==> config.mk <==
export PLATFORM = sky130hd
export DESIGN_NAME = display_arbiter
export DESIGN_NICKNAME = d
export VERILOG_FILES = /design/src/rtl/display_arbiter.sv
export SDC_FILE = /design/constraint.sdc
export NUM_CORES = 1
export LEC_CHECK = 0
export ABC_AREA = 1
export CAP_MARGIN = 25
export CORE_MARGIN = 2
export CORE_UTILIZATION = 40
export DETAILED_ROUTE_END_ITERATION = 16
export GPL_TIMING_DRIVEN = 0
export PLACE_DENSITY = 0.72
export SLEW_MARGIN = 10
export SYNTH_ARGS = -nofsm -noshare
export SYNTH_HDL_FRONTEND = slang
export SYNTH_SLANG_ARGS = --single-unit
==> constraint.sdc <==
create_clock -name clk -period 3.4 [get_ports clk]
set_input_delay 0.85 -clock clk [delete_from_list [all_inputs] [get_ports clk]]
set_output_delay 0.85 -clock clk [all_outputs]
set_load 0.005 [all_outputs]
==> src/rtl/display_arbiter.sv <==
// display_arbiter
// Round-robin arbiter that picks one of four requesters and shows its 32-bit
// word on an 8-digit seven-segment display for DWELL clock cycles.
// - The chosen word is captured into a register, so later changes to the
//   source data do not reach the display until the next capture.
// - A one-cycle, one-hot ack pulse marks each capture.
// - 'hold' freezes the dwell count while a word is on show.
module display_arbiter #(
    parameter logic [31:0] DWELL = 32'd50_000_000,
    parameter int          CW    = 32
) (
    input  logic        clk,
    input  logic        rst_n,
    input  logic [3:0]  req,
    input  logic [31:0] data0,
    input  logic [31:0] data1,
    input  logic [31:0] data2,
    input  logic [31:0] data3,
    input  logic        hold,
    output logic [3:0]  ack,
    output logic [31:0] disp_data,
    output logic [1:0]  disp_src,
    output logic        busy
);

    typedef enum logic {
        IDLE = 1'b0,
        SHOW = 1'b1
    } state_t;

    // Final count of a dwell window; the dwell expires on the edge that sees it.
    localparam logic [CW-1:0] CNT_LAST = CW'(DWELL - 32'd1);

    state_t        r_state;
    logic [CW-1:0] r_cnt;
    logic [1:0]    r_last;
    logic [3:0]    r_ack;
    logic [31:0]   r_dispData;
    logic [1:0]    r_dispSrc;

    state_t        w_nextState;
    logic [CW-1:0] w_nextCnt;
    logic [1:0]    w_nextLast;
    logic [3:0]    w_nextAck;
    logic [31:0]   w_nextData;
    logic [1:0]    w_nextSrc;

    logic          w_found;
    logic [1:0]    w_grantIdx;
    logic [1:0]    w_cand;
    logic [31:0]   w_grantData;
    logic          w_grant;

    // Round-robin search: start just after the last winner and wrap around.
    always_comb begin
        w_found    = 1'b0;
        w_grantIdx = 2'd0;
        w_cand     = 2'd0;
        for (int k = 1; k <= 4; k++) begin
            w_cand = r_last + k[1:0];
            if (!w_found && req[w_cand]) begin
                w_found    = 1'b1;
                w_grantIdx = w_cand;
            end
        end
    end

    // Select the word of the requester that would win this cycle.
    always_comb begin
        w_grantData = data0;
        case (w_grantIdx)
            2'd0:    w_grantData = data0;
            2'd1:    w_grantData = data1;
            2'd2:    w_grantData = data2;
            default: w_grantData = data3;
        endcase
    end

    // Next-state logic: dwell counting, expiry, and the grant event.
    always_comb begin
        w_nextState = r_state;
        w_nextCnt   = r_cnt;
        w_nextLast  = r_last;
        w_nextAck   = 4'b0000;
        w_nextData  = r_dispData;
        w_nextSrc   = r_dispSrc;
        w_grant     = 1'b0;

        case (r_state)
            IDLE: begin
                if (w_found) begin
                    w_grant = 1'b1;
                end
            end
            SHOW: begin
                if (!hold) begin
                    if (r_cnt < CNT_LAST) begin
                        w_nextCnt = r_cnt + CW'(1);
                    end else if (w_found) begin
                        w_grant = 1'b1;
                    end else begin
                        w_nextState = IDLE;
                        w_nextCnt   = '0;
                    end
                end
            end
            default: begin
                w_nextState = IDLE;
                w_nextCnt   = '0;
            end
        endcase

        if (w_grant) begin
            w_nextState = SHOW;
            w_nextCnt   = '0;
            w_nextLast  = w_grantIdx;
            w_nextAck   = 4'b0001 << w_grantIdx;
            w_nextData  = w_grantData;
            w_nextSrc   = w_grantIdx;
        end
    end

    // State register; reset clears the display and gives requester 0 first priority.
    always_ff @(posedge clk or negedge rst_n) begin
        if (!rst_n) begin
            r_state    <= IDLE;
            r_cnt      <= '0;
            r_last     <= 2'd3;
            r_ack      <= 4'b0000;
            r_dispData <= 32'h0000_0000;
            r_dispSrc  <= 2'd0;
        end else begin
            r_state    <= w_nextState;
            r_cnt      <= w_nextCnt;
            r_last     <= w_nextLast;
            r_ack      <= w_nextAck;
            r_dispData <= w_nextData;
            r_dispSrc  <= w_nextSrc;
        end
    end

    assign ack       = r_ack;
    assign disp_data = r_dispData;
    assign disp_src  = r_dispSrc;
    assign busy      = (r_state == SHOW);

endmodule

After elaboration in Yosys (flattened, before gate mapping)

Index checks and enable logic that the tools add are counted.

Add/sub/neg operators: 4
Order comparisons: 5
Equality and inequality tests: 4
Shift operators: 1
Mux-type cells: 31
Bitwise logic cells: 1
Reductions and logical operators: 9

Operators with widths:

| operator                                                     | number |
|---|---|
| two-way mux 32 bit                                           | 5 |
| case mux 32 bit (3 select lines)                             | 1 |
| adder 32 x 1 -> 32 bit, second input constant                | 1 |
| less-than comparator 32 x 26 -> 1 bit, second input constant | 1 |
| two-way mux 1 bit                                            | 15 |
| less-than comparator 2 x 3 -> 1 bit, second input constant   | 4 |
| binary-select mux 1 bit (select 2 bit)                       | 4 |
| two-way mux 2 bit                                            | 4 |
| adder 2 bit, second input constant                           | 2 |
| two-way mux 4 bit                                            | 1 |
| << shifter 1 x 2 -> 4 bit, first input constant              | 1 |
| logical AND 1 bit                                            | 3 |
| logical NOT 1 bit                                            | 3 |
| inequality test 3 x 1 -> 1 bit, second input constant        | 1 |
| AND reduction 3 bit                                          | 1 |
| adder 2 x 1 -> 2 bit, second input constant                  | 1 |
| == test 2 x 1 -> 1 bit, second input constant                | 1 |
| == test 2 bit, second input constant                         | 1 |
| logical NOT 2 bit                                            | 1 |
| inequality test 2 x 1 -> 1 bit, second input constant        | 1 |
| case mux 1 bit (2 select lines)                              | 1 |
| nonzero test 2 bit                                           | 1 |
| NOT 1 bit                                                    | 1 |

Register bits after elaboration: 73
Input port bits: 135
Output and inout port bits: 39
Word-level logic and storage cells: 61

Longest topological paths before layout

Gate-level depths: netlist of the first run.

Word-level depth: 19
Mapped depth: 16
Depth with buffers taken out: 15

Least setup slack after synthesis of the first run

OpenSTA, ideal clock, no wires.

Kind: input -> register
From: in req[3]
To: reg r_dispData[28] (netlist: disp_data[28])
Setup time: 116 ps
Data arrival time: 2010 ps
Data required time: 3284 ps
Slack: 1274 ps
Stages on the path: 14
Buffers on the path: 2
Cell sequence: nand2_1 nand2_1 nand2_1 inv_1 nor2_2 nand2_1 nor2b_4 buf_6 buf_4 nand3_1 nand2_1 nand2_1 nand2_1 nand2_1

Longest elaborated chain between the ends: 16
Elaborated cells on any way between the ends: 30
Those cells by class: 2 x eq/ne; 21 x mux; 7 x reduce/logical

Ends and longest elaborated chain:

| element                                 | RTL line | text |
|---|---|---|
| start: declaration                      | 14       | `input logic [3:0] req,` |
| binary-select mux 1 bit (select 2 bit)  | 61       | `if (!w_found && req[w_cand]) begin` |
| two-way mux 1 bit (not written as such) | 61       |  |
| two-way mux 1 bit                       | 61       |  |
| logical NOT 1 bit                       | 61       |  |
| logical AND 1 bit                       | 61       |  |
| two-way mux 1 bit                       | 61       |  |
| logical NOT 1 bit                       | 61       |  |
| logical AND 1 bit                       | 61       |  |
| two-way mux 1 bit                       | 61       |  |
| logical NOT 1 bit                       | 61       |  |
| logical AND 1 bit                       | 61       |  |
| two-way mux 1 bit                       | 61       |  |
| two-way mux 1 bit                       | 91, 99   |  |
| two-way mux 1 bit                       | 97       | `if (r_cnt < CNT_LAST) begin` |
| two-way mux 1 bit                       | 96       | `if (!hold) begin` |
| case mux 1 bit (2 select lines)         | 89       | `case (r_state)` |
| end signal: assignment                  | 137      | `r_dispData <= w_nextData;` |
| end: declaration                        | 38       | `logic [31:0] r_dispData;` |

Several ways; a longest one is shown, not always the timed one. The select of a mux whose other input is x is not followed.
A chain may end at the register's enable or synchronous reset.

Final worst setup path of the first run

From: in req[1]
To: reg r_dispData[1] (netlist: disp_data[1])

Same word-level chain as after synthesis.

==> run summary, run 1 <==
status - completed
Slew headroom - 0.506
CTS sink cnt - 73
vias in the first global route - 5251
Post-Syn Area - 4990 um2
die outline width - 116 um
core area - 12100 um2
Die Area - 13400 um2
CP arrival - 2940 ps
Gates resized, CTS repair - 0
CP max FO - 10
Layout Utilization - 0.599
Mean Syn Cell Area - 6.87 um2
CP startpoint kind - input pin
register area share after synthesis - 0.367
Data required, critical path - 3640 ps
Max Clock Skew - 5.81 ps
post-synthesis sequential element count - 73
post-DR wirelength/cell - 15.3 um
TritonRoute pass-1 iters - 5
Placed Cells - 1068
Die H - 116 um
clk buf depth - 2
Hold/Removal Path Class - input pin to asynchronous set/reset pin
vias per inst - 4.96
setup tns final - 0 ps
syn_nets - 862
warnings from Yosys - 0
fin area - 7250 um2
postcts setup bufs - 0
# IOs - 174
via count - 5367
Power Density - 880 nW/um2
CTS tree - done
most frequent cells in the layout - nand2_1 (263), clkdlybuf4s50_1 (172), nand3_1 (85)
Final ANT Viol Nets - 0
Skew-Pair Late Insertion Delay - 340 ps
global route overflow - 0
Routed WL - 16500 um
Worst VDD drop - 0.744 mV
Leak - 3.50 nW
Num CTS Buffers - 9
combinational fraction of design power - 0.647
Pwr Total - 6.38 mW
synth unique cells - 37
Setup-failing EPs final - 0
DRC - 0
max cap viols - 0
first-pass GRT wire length - 26400 um
commonest non-fill, non-tap cell in the layout - nand2_1
Overall Global Routing Usage - 0.258
H-Tree Level Count - 3
Port Buffers - 173
Final Instance Count excl. Fillers - 1083
clock group share of total power - 0.150
FF-to-FF End - disp_data[1]
crit path kind - input pin to flip-flop
cell count after synthesis - 726
Flop pwr share - 0.203
layout cells sized above 1 - 0.0776
Pint - 3.36 mW
Rows - 40
Period minus WS final - 2700 ps
Post-DP HPWL - 13100 um
period utilization - 0.794
Initial Util - 0.412
RSZ-0062 raised after global routing - false
Switching Share - 0.473
Critical Path Sink Type - flip-flop
initial antenna violation count - 0
Hold Fails Final Rpt - 0
# nets final - 1047
clock-pin slew on the worst setup and hold paths - 60 ps
Ant. Diodes - 0
Slew Viols, Final - 0
largest net degree at the start of global routing - 48
Post-CTS Hold Fix Bufs - 0
area grow syn2layout - 45.4%
gp weighted congestion - 0.859
Cell Area, Placed - 6950 um2
initial drt markers - 361
Psw - 3.02 mW
worst r2r src - r_last[0]
Max Fclk - 370 MHz
Root Buffer - clkbuf_16
Register-to-Register Path Depth - 13
Worst-Margin Slew - 734 ps
Reg2Reg Setup Slack - 1040 ps
==> routing by layer <==
layer / track usage / wire length [um] / up-vias
met5: 0 / 0 / -
met4: 0.113 / 525 / 0
met3: 0.0696 / 1200 / 31
met2: 0.440 / 8120 / 191
met1: 0.307 / 6680 / 2455
li1: - / - / 2690
==> cell families after synthesis <==
family	share of synthesized area
AND/OR/NAND/NOR	0.415
AO/OA/AOI/OAI	0.0758
adder cells (fa/ha/maj)	0.00251
buffers and inverters	0.112
XOR/XNOR	0.0281
flip-flops	0.367
==> final cells by class <==
type                       count  area, um2
buffer                        37        241
multi-input combinational    532       2600
tap                          168        210
timing repair buffer         174       1760
sequential                    73       1830
clock inverter                 5       56.3
clock buffer                  10        239
fill                        1202       4860
inverter                      84        315
==> Yosys cell counts, drive strengths merged <==
cell / instances / area share
a21oi: 10 / 0.012
buf: 32 / 0.045
clkbuf: 5 / 0.0038
clkinv: 5 / 0.0038
dfrtp: 71 / 0.36
dfstp: 2 / 0.011
ha: 1 / 0.0025
inv: 79 / 0.059
nand2: 266 / 0.20
nand3: 88 / 0.093
nand3b: 37 / 0.056
nand4: 9 / 0.011
nor2: 35 / 0.032
nor2b: 1 / 0.0028
nor3: 10 / 0.010
nor4: 3 / 0.0038
o21a: 1 / 0.0015
o21ai: 27 / 0.027
o21bai: 12 / 0.018
o22ai: 11 / 0.014
o31ai: 2 / 0.0030
or2: 2 / 0.0025
or3b: 1 / 0.0018
xnor2: 2 / 0.0035
xor2: 14 / 0.025
==> flip-flops by register name (all words and copies together) (netlist names) <==
signal	count
busy	1
ack	4
r_last	2
r_cnt	32
disp_data	32
disp_src	2
==> worst max-delay path, cell delays in order <==
cell             delay, ps
clkdlybuf4s50_1        510
nand2_1                 60
nand2_1                110
inv_1                   70
nand2_1                 60
nand2_1                110
nand3b_2               120
nor2b_4                150
clkbuf_1               400
o21bai_1               180
nand3_1                140
nand2_1                120
nand2_1                 50
==> worst max-delay path by stage <==
| stage | slack [ps] | from | to |
|---|---|---|---|
| finish | 700 | req[1] | disp_data[1] |
| floorplan | 1270 | req[3] | disp_data[28] |
| global placement | -1130 | rst_n | disp_data[22] |
| CTS | 740 | req[1] | disp_data[1] |
| global route | 570 | req[0] | disp_data[1] |
| detailed placement | 380 | req[1] | disp_data[1] |
==> power by group through the flow <==
stage	Clock, mW	Combinational [mW]	Sequential [mW]
floorplan	0	2.67	1.28
global placement	0	4.09	1.30
detailed placement	0	4.13	1.30
CTS	0.970	4.14	1.29
global route	1.01	4.56	1.32
finish	0.957	4.13	1.29
==> stage by stage <==
step | setup slack [ps] | hold WS [ps]
final | 700 | 418
after global routing | 574 | 444
after CTS | 737 | 426
after detailed placement | 381 | 465
after global placement | -1130 | 461
after floorplan | 1270 | 471
(Power assumes the default switching activity.)
==> run 2, diff against run 1 <==
==> constraint.sdc (replaced) <==
create_clock -name clk -period 2.7 [get_ports clk]
set_input_delay 0.675 -clock clk [delete_from_list [all_inputs] [get_ports clk]]
set_output_delay 0.675 -clock clk [all_outputs]
set_load 0.005 [all_outputs]
==> results of run 2 <==
The final DEF is identical to that of run 1. Status: completed.
Main changes from that run: setup slack after placement 381 ps -> -144 ps; setup slack after layout 700 ps -> 175 ps; hold slack 418 ps -> 243 ps; register-to-register setup slack 1040 ps -> 340 ps; total power 6.38 mW -> 8.03 mW; worst IR drop on VDD 0.744 mV -> 0.938 mV
==> run 3, diff against run 2 <==
==> constraint.sdc (replaced) <==
create_clock -name clk -period 3.2 [get_ports clk]
set_input_delay 0.8 -clock clk [delete_from_list [all_inputs] [get_ports clk]]
set_output_delay 0.8 -clock clk [all_outputs]
set_load 0.005 [all_outputs]
==> results of run 3 <==
The final DEF is identical to that of run 1. Status: completed.
Main changes from that run: setup slack after placement 381 ps -> 231 ps; setup slack after layout 700 ps -> 550 ps; hold slack 418 ps -> 368 ps; register-to-register setup slack 1040 ps -> 840 ps; total power 6.38 mW -> 6.78 mW; worst IR drop on VDD 0.744 mV -> 0.791 mV
